===== src/rtl/cache_fill_pkg.sv =====
// Shared state encoding and default geometry for the cache line fill controller.
package cache_fill_pkg;

    localparam int DEF_BIT_WIDTH      = 16;
    localparam int DEF_ADDR_WIDTH     = 3;
    localparam int DEF_LINE_LOG       = 1;
    localparam int DEF_MEM_ADDR_WIDTH = 16;

    typedef enum logic [1:0] {
        ST_IDLE = 2'd0,
        ST_ADDR = 2'd1,
        ST_DATA = 2'd2,
        ST_DONE = 2'd3
    } fill_state_e;

endpackage


===== src/rtl/cache_fill_ctrl.sv =====
// Cache line fill controller: issues one burst read per miss and streams the line into RAM.
// Define CRITICAL_WORD_FIRST_EN to start the burst at the missed word and wrap within the line.
module cache_fill_ctrl
    import cache_fill_pkg::*;
#(
    parameter int BIT_WIDTH      = DEF_BIT_WIDTH,
    parameter int ADDR_WIDTH     = DEF_ADDR_WIDTH,
    parameter int LINE_LOG       = DEF_LINE_LOG,
    parameter int MEM_ADDR_WIDTH = DEF_MEM_ADDR_WIDTH
) (
    input  logic                           clk,
    input  logic                           rst_n,
    input  logic                           gwe,
    input  logic                           req_valid,
    output logic                           req_ready,
    input  logic [MEM_ADDR_WIDTH-1:0]      req_addr,
    input  logic [ADDR_WIDTH-LINE_LOG-1:0] req_index,
    output logic                           mem_req_valid,
    input  logic                           mem_req_ready,
    output logic [MEM_ADDR_WIDTH-1:0]      mem_req_addr,
    input  logic                           mem_rsp_valid,
    output logic                           mem_rsp_ready,
    input  logic [BIT_WIDTH-1:0]           mem_rsp_data,
    output logic                           ram_we,
    output logic [ADDR_WIDTH-1:0]          ram_wsel,
    output logic [BIT_WIDTH-1:0]           ram_wdata,
    output logic                           busy,
    output logic                           done
);

    localparam int LINE_W = ADDR_WIDTH - LINE_LOG;
    localparam logic [MEM_ADDR_WIDTH-1:0] OFFSET_MASK =
        {{(MEM_ADDR_WIDTH-LINE_LOG){1'b0}}, {LINE_LOG{1'b1}}};

    fill_state_e                r_state;
    fill_state_e                w_next;
    logic [MEM_ADDR_WIDTH-1:0]  r_addr;
    logic [LINE_W-1:0]          r_index;
    logic [LINE_LOG-1:0]        r_cnt;
    logic                       r_ram_we;
    logic [ADDR_WIDTH-1:0]      r_wsel;
    logic [BIT_WIDTH-1:0]       r_wdata;

    logic [MEM_ADDR_WIDTH-1:0]  w_req_base;
    logic [LINE_LOG-1:0]        w_off;
    logic                       w_rsp_take;
    logic                       w_last;

    // The latched address already carries the burst start, so its low bits double as the first offset.
`ifdef CRITICAL_WORD_FIRST_EN
    assign w_req_base = req_addr;
`else
    assign w_req_base = req_addr & ~OFFSET_MASK;
`endif

    assign w_off      = r_addr[LINE_LOG-1:0] + r_cnt;
    assign w_rsp_take = (r_state == ST_DATA) && gwe && mem_rsp_valid;
    assign w_last     = (r_cnt == {LINE_LOG{1'b1}});

    always_comb begin
        w_next = r_state;
        if (gwe) begin
            case (r_state)
                ST_IDLE: if (req_valid)            w_next = ST_ADDR;
                ST_ADDR: if (mem_req_ready)        w_next = ST_DATA;
                ST_DATA: if (w_rsp_take && w_last) w_next = ST_DONE;
                // Linger until the final registered write has drained, so done trails it.
                ST_DONE: if (!r_ram_we)            w_next = ST_IDLE;
                default:                           w_next = ST_IDLE;
            endcase
        end
    end

    always_ff @(posedge clk or negedge rst_n) begin
        if (!rst_n) begin
            r_state  <= ST_IDLE;
            r_addr   <= '0;
            r_index  <= '0;
            r_cnt    <= '0;
            r_ram_we <= 1'b0;
            r_wsel   <= '0;
            r_wdata  <= '0;
        end else if (gwe) begin
            r_state  <= w_next;
            r_ram_we <= w_rsp_take;
            if ((r_state == ST_IDLE) && req_valid) begin
                r_addr  <= w_req_base;
                r_index <= req_index;
                r_cnt   <= '0;
            end
            if (w_rsp_take) begin
                r_cnt   <= r_cnt + LINE_LOG'(1);
                r_wsel  <= {r_index, w_off};
                r_wdata <= mem_rsp_data;
            end
        end
    end

    assign req_ready     = (r_state == ST_IDLE);
    assign busy          = (r_state != ST_IDLE);
    assign mem_req_valid = (r_state == ST_ADDR);
    assign mem_req_addr  = r_addr;
    assign mem_rsp_ready = (r_state == ST_DATA) && gwe;
    assign ram_we        = r_ram_we && gwe;
    assign ram_wsel      = r_wsel;
    assign ram_wdata     = r_wdata;
    assign done          = (r_state == ST_DONE) && !r_ram_we;

endmodule

===== config.mk =====
export PLATFORM = sky130hd
export DESIGN_NAME = cache_fill_ctrl
export DESIGN_NICKNAME = d
export VERILOG_FILES = /design/src/rtl/cache_fill_pkg.sv /design/src/rtl/cache_fill_ctrl.sv
export SDC_FILE = /design/constraint.sdc
export NUM_CORES = 1
export LEC_CHECK = 0
export ABC_CLOCK_PERIOD_IN_PS = 4610
export CAP_MARGIN = 30
export CORE_AREA = 8 8 79 81
export CTS_CLUSTER_SIZE = 28
export DETAILED_ROUTE_END_ITERATION = 6
export DIE_AREA = 0 0 87 89
export PLACE_DENSITY_LB_ADDON = 0.1
export SLEW_MARGIN = 20
export SYNTH_ARGS = -nofsm -noshare
export SYNTH_HDL_FRONTEND = slang
export SYNTH_SLANG_ARGS = --single-unit

===== constraint.sdc =====
create_clock -name clk -period 4.61 [get_ports clk]
set_input_delay 1.383 -clock clk [delete_from_list [all_inputs] [get_ports clk]]
set_output_delay 1.383 -clock clk [all_outputs]
set_load 0.05 [all_outputs]

==> metrics.md, run 1 <==
| Metric | Value |
|---|---|
| Hold slack | `approximately 500 ps` |
| Die X | `87 µm` |
| Num ports | `81` |
| Final Hold Vio Count | `0` |
| FF-to-FF Start | `r_state[0]` |
| Detailed Route WL | `3858 µm` |
| DIE AREA | `between 7000 and 8000 µm²` |
| Initial Util | `33.06%` |
| Bufs on Longest Clock Path | `2` |
| Routed Antenna Nets | `0` |
| Critical path launch point | `gwe` |
| Hold_sp | `r_index[0]` |
| Peak VDD IR | `approximately 0.39 mV` |
| Crit Path Max Fanout | `6` |
| # Max-Cap Violations | `0` |
| Endpoint class of the critical path | `output pin` |
| CP arrival | `2360 ps` |
| Hold path cells | `1` |
| Hold Buf Count CTS | `0` |
| Commonest non-fill, non-tap cell in the layout | `clkdlybuf4s50_1` |
| Area leader, netlist | `dfrtp_1` |
| I/O Buffers | `78` |
| Worst-Skew Late Latency | `around 280 ps` |
| WL/cell | `14.95 µm` |
| Pwr dens | `824.3 nW/µm²` |
| Hold Crit Class | `reg2reg` |
| Initial drt markers | `17` |
| Worst r2r path cells | `4` |
| Mapped Cells | `105` |
| Max Slew Vio Count | `0` |
| Setup Buffers After CTS | `0` |
| Vias in the first global route | `1,239` |
| Slew @ Worst Pin | `between 500 and 600 ps` |
| Syn. warnings | `0` |
| Clock skew | `7.743 ps` |
| H-tree levels | `2` |
| Core Rows | `26` |
| #FFs+latches synth | `40` |
| Critical Path RT | `about 3200 ps` |
| Synthesized Nets | `150` |
| RSZ-0062 raised after global routing | `no` |
| Min Tclk post-route | `3746 ps` |
| Crit path launch type | `input pin` |
| Critical path class | `in2out` |
| Via count | `1,120` |
| Antenna violations before repair | `0` |
| Reg2Reg Setup Slack | `2930 ps` |
| Hpwl dp | `2999 µm` |
| Post-synthesis sequential area ratio | `around three fifths` |
| Post-CTS Resized | `0` |
| Core area | `about 5000 µm²` |
| Synth area leaders | `dfrtp_1 (61%), mux2_2 (25%), ha_1 (3.8%)` |
| DR vias/cell | `4.341` |
| Chip Height | `89 µm` |
| Max_slew headroom | `64.51%` |
| Status | `finished, final reports clean` |
| Layout cells sized above 1 | `between 20% and 30%` |
| CTS tree | `built` |
| Count of different cell masters after synthesis | `20` |
| RePlAce Congestion | `about 0.74` |
| Total CTS buffers | `5` |
| Aggregate global-route resource usage | `between 10 and 15%` |
| Reg-to-reg endpoint | `mem_req_addr[5]` |
| Largest net degree at the start of global routing | `41` |
| CTS clk-pin slew, worst paths | `about 80 ps` |
| Clock sinks | `40` |
| FMAX | `266.9 MHz` |
| Global-route wire length before repair | `6113 µm` |
| GR Overflow Total | `0` |
| Most frequent cells in the layout | `clkdlybuf4s50_1 (75), dfrtp_1 (40), mux2_2 (36)` |
| Lkg Pwr | `1.114 nW` |
| Final setup fails | `0` |
| Endpoint, Worst Hold | `ram_wsel[1]` |
| Final net count | `232` |
| Final TNS setup | `0 ps` |
| Root Driver | `clkbuf_8` |
| 1st-pass router iterations | `4` |
| Mean Syn Cell Area | `roughly 16 µm²` |
| Post-synth top area share | `60.84%` |
| Cell Area, Synth | `1645 µm²` |
| # diodes | `0` |
| Period utilization | `between 80% and 90%` |
| Syn-to-layout area delta | `56.65%` |
| Residual DRC | `0` |
-- worst max-delay path, cell delays in order --
cell and delay [ps]:
clkdlybuf4s50_1 560, and2_2 210, buf_4 200
-- state kept, by name, summed over array words and instances (netlist names) --
register and flops:
mem_req_addr 15, r_cnt 1, r_index 2, r_ram_we 1
r_state 2, ram_wdata 16, ram_wsel 3
-- how the worst max path moves through the flow --
stage / depth (start not counted) / to / slack, ps
floorplan: 1 / mem_rsp_ready / 1530
global placement: 3 / mem_rsp_ready / 880
detailed placement: 3 / mem_rsp_ready / 860
CTS: 3 / mem_rsp_ready / 860
global route: 3 / mem_rsp_ready / 830
finish: 3 / mem_rsp_ready / 860
-- per-layer routing --
metal | part of all wire [%] | global-route usage, %
met3 | 11 | 5.882
met2 | 50 | 16.79
met1 | 37 | 10.51
met5 | 0 | 0
met4 | 1.6 | 4.225
-- layout make-up --
type,count,area (µm²)
clock buffer,6,82.58
clock inverter,2,10.01
fill,442,2400
inverter,4,15.01
multi-input combinational,57,583.1
sequential,40,1001
tap,70,87.58
timing repair buffer,79,798.3
-- cells by family after synthesis --
logic type                 Yosys count  share of synthesized area (%)
AOI/OAI and AO/OA                    5                          2.053
adders and majority gates            5                          3.802
other                                1                         0.2279
and+or+nand+nor                      9                          3.802
DFF                                 40                          60.84
buffers and inverters                8                          3.726
muxes                               37                          25.55
-- Yosys cell counts (all sizes together) --
cell type  instances
a21oi              1
and2               2
buf                2
clkbuf             2
conb               1
dfrtp             40
ha                 5
inv                4
mux2              37
nand2              2
nand2b             1
nand3              3
nor2b              1
o2111ai            1
o21ai              2
o32a               1
-- power by group --
| group | internal, W | switching [W] |
|---|---|---|
| combinational | 0.000477 | 0.000803 |
| clock | 0.000119 | 0.000112 |
| sequential | 0.000524 | 0.0000893 |
| total | 0.00112 | 0.00100 |
-- per-stage QoR --
step	instance area [µm²]	power (W)	setup slack (ps)	std cells	utilization [%]
finish	2577	0.002125	863.8	258	51.78
global route	2577	0.002241	834.8	258	51.78
CTS	2550	0.002157	863.5	257	51.23
detailed placement	2457	0.001915	864.8	249	49.37
global placement	2457	0.001892	876.8	249	49.37
floorplan	1645	0.001471	1528	105	-
(Power assumes the default switching activity.)
==> run 2, diff against run 1 <==
--- a/config.mk
+++ b/config.mk
@@ -5,7 +5,7 @@
 export SDC_FILE = /design/constraint.sdc
 export NUM_CORES = 1
 export LEC_CHECK = 0
-export ABC_CLOCK_PERIOD_IN_PS = 4610
+export ABC_CLOCK_PERIOD_IN_PS = 3600
 export CAP_MARGIN = 30
 export CORE_AREA = 8 8 79 81
 export CTS_CLUSTER_SIZE = 28
==> constraint.sdc (replaced) <==
create_clock -name clk -period 3.6 [get_ports clk]
set_input_delay 1.08 -clock clk [delete_from_list [all_inputs] [get_ports clk]]
set_output_delay 1.08 -clock clk [all_outputs]
set_load 0.05 [all_outputs]
==> run 2 against run 1 <==
  * Routed wire length decreased by 2.3%
  * Highest routed layer unchanged
  * Critical path depth unchanged
  * Via count increased by 1.3%
  * Critical path type unchanged
  * Largest power group unchanged
  * Combinational power increased by 29%
  * First-iteration DRC count increased by 110%
  * Worst hold slack got worse by 1.3 ps
  * Sequential power increased by 28%
  * Power increased by 28%
  * Utilization increased by 0.45 points
  * Clock power increased by 26%
  * Register-to-register slack got worse by 1000 ps
==> metrics.md, run 2 (synthesis gave the netlist of run 1 again) <==
| Metric | Value |
|---|---|
| Status | `finished, final reports clean` |
| RSZ-0062 raised after global routing | `no` |
| Worst-Skew Late Latency | `about 280 ps` |
| Largest net degree at the start of global routing | `a little over 40` |
| Hold Buf Count CTS | `0` |
| Initial drt markers | `36` |
| Largest stage delay, worst path | `about 570 ps` |
| Num ports | `81` |
| GR Overflow Total | `0` |
| # Max-Cap Violations | `0` |
| Reg2Reg Setup Slack | `between 1500 and 2000 ps` |
| CTS tree | `built` |
| Non-Filler Cell Area, Final | `2600 µm²` |
| Chip Height | `89 µm` |
| Critical path class | `in2out` |
| Min Tclk post-route | `around 3100 ps` |
| Clock skew | `4.182 ps` |
| Vias in the first global route | `1,246` |
| # diodes | `0` |
| Bufs on Longest Clock Path | `2` |
| Layout cells sized above 1 | `between 20% and 30%` |
| Max Slew Vio Count | `0` |
| Initial Util | `33.06%` |
| I/O Buffers | `78` |
| Crit Path Max Fanout | `6` |
| Commonest non-fill, non-tap cell in the layout | `clkdlybuf4s50_1` |
| Die X | `87 µm` |
| Slew @ Worst Pin | `around 520 ps` |
| Multi-input logic area | `583.1 µm²` |
| Detailed Route WL | `between 3000 and 4000 µm` |
| Pwr dens | `1048 nW/µm²` |
| Antenna violations before repair | `0` |
| Aggregate global-route resource usage | `10.42%` |
| Total CTS buffers | `5` |
| Post-CTS Resized | `0` |
| Layout fillers | `approximately 460` |
| Routed Antenna Nets | `0` |
| CTS clk-pin slew, worst paths | `60 ps` |
| DR vias/cell | `4.399` |
| Sequential cell area | `between 1000 and 1500 µm²` |
| Final setup fails | `0` |
| Max_slew headroom | `roughly two thirds` |
| Max reg flops | `16` |
| Lkg Pwr | `around 1.1 nW` |
| 1st-pass router iterations | `4` |
| Crit path launch type | `input pin` |
| Clock sinks | `40` |
| WL/cell | `14.60 µm` |
| RePlAce Congestion | `around 0.71` |
| Endpoint class of the critical path | `output pin` |
| Syn-to-layout area delta | `58.02%` |
| Final TNS setup | `0 ps` |
| Core area | `4977 µm²` |
| Most frequent cells in the layout | `clkdlybuf4s50_1 (75), dfrtp_1 (40), mux2_2 (36)` |
| Residual DRC | `0` |
| Hold Crit Class | `reg2reg` |
| Hpwl dp | `2952 µm` |
| H-tree levels | `2` |
| Period utilization | `86.53%` |
| Core Rows | `26` |
| Cell Chain, Critical Path | `clkdlybuf4s50_1, and2_2, buf_12` |
| Global-route wire length before repair | `6216 µm` |
| CP arrival | `about 2000 ps` |
| Final Hold Vio Count | `0` |
| Final net count | `232` |
| Via count | `1,135` |
| Critical Path RT | `2520 ps` |
| Setup Buffers After CTS | `0` |
| Post-place instance area | `2482 µm²` |
| Root Driver | `clkbuf_8` |
| CP max stage cell | `clkdlybuf4s50_1` |
| FMAX | `321.0 MHz` |
| Peak VDD IR | `0.4784 mV` |
| DIE AREA | `about 7700 µm²` |
[run 2: cell count changes in the layout (fill, tap and decap cells not counted)]
cell	delta
buf_4	-2
clkbuf_1	+2
buf_12	+2
clkinv_2	-2
[run 2: path summary, 6_finish.rpt]
path / from / endpoint / cells after the start
setup / recovery: gwe / mem_rsp_ready / 3
hold / removal: mem_req_addr[10] / mem_req_addr[10] / 1
setup reg to reg: r_state[0] / ram_wdata[12] / 5
hold reg to reg: mem_req_addr[10] / mem_req_addr[10] / 1
max in group asynchronous: rst_n / mem_req_addr[10] / 2
min in group asynchronous: rst_n / ram_wdata[14] / 1
[run 2: routing by layer]
metal | routed length, µm | global-route usage, % | vias up
li1 | - | - | 522
met1 | 1426 | 10.75 | 556
met2 | 1811 | 16.66 | 49
met3 | 460 | 6.618 | 8
met4 | 70 | 4.225 | 0
met5 | 0 | 0 | -
[run 2: through the flow]
stage / hold slack, ps / power [W] / instances / utilization, % / worst slack [ps]
global route: 519.9 / 0.002878 / 258 / 52.24 / 453.4
floorplan: 474.9 / 0.001884 / 105 / - / 1124
finish: 502.4 / 0.002726 / 258 / 52.24 / 484.8
detailed placement: 491.7 / 0.002467 / 249 / 49.87 / 482.3
CTS: 508.8 / 0.002770 / 257 / 51.68 / 485.2
global placement: 483.5 / 0.002437 / 249 / 49.87 / 497.8
[run 2: critical path: cells and delay by family]
family                 cells  cell delay [ps]
AND/OR/NAND/NOR            1              240
buffers and inverters      2              710
[run 2: power breakdown]
group,total [W],switching (W),internal [W]
Sequential,0.000785,0.000114,0.000672
Clock,0.000290,0.000134,0.000156
Combinational,0.00165,0.00103,0.000622
[run 2: area by class of cell]
cell class | instances | share of cell area [%]
multi-input combinational | 57 | 22.43
clock buffer | 8 | 3.465
inverter | 4 | 0.5775
sequential | 40 | 38.50
tap | 70 | 3.369
timing repair buffer | 79 | 31.67
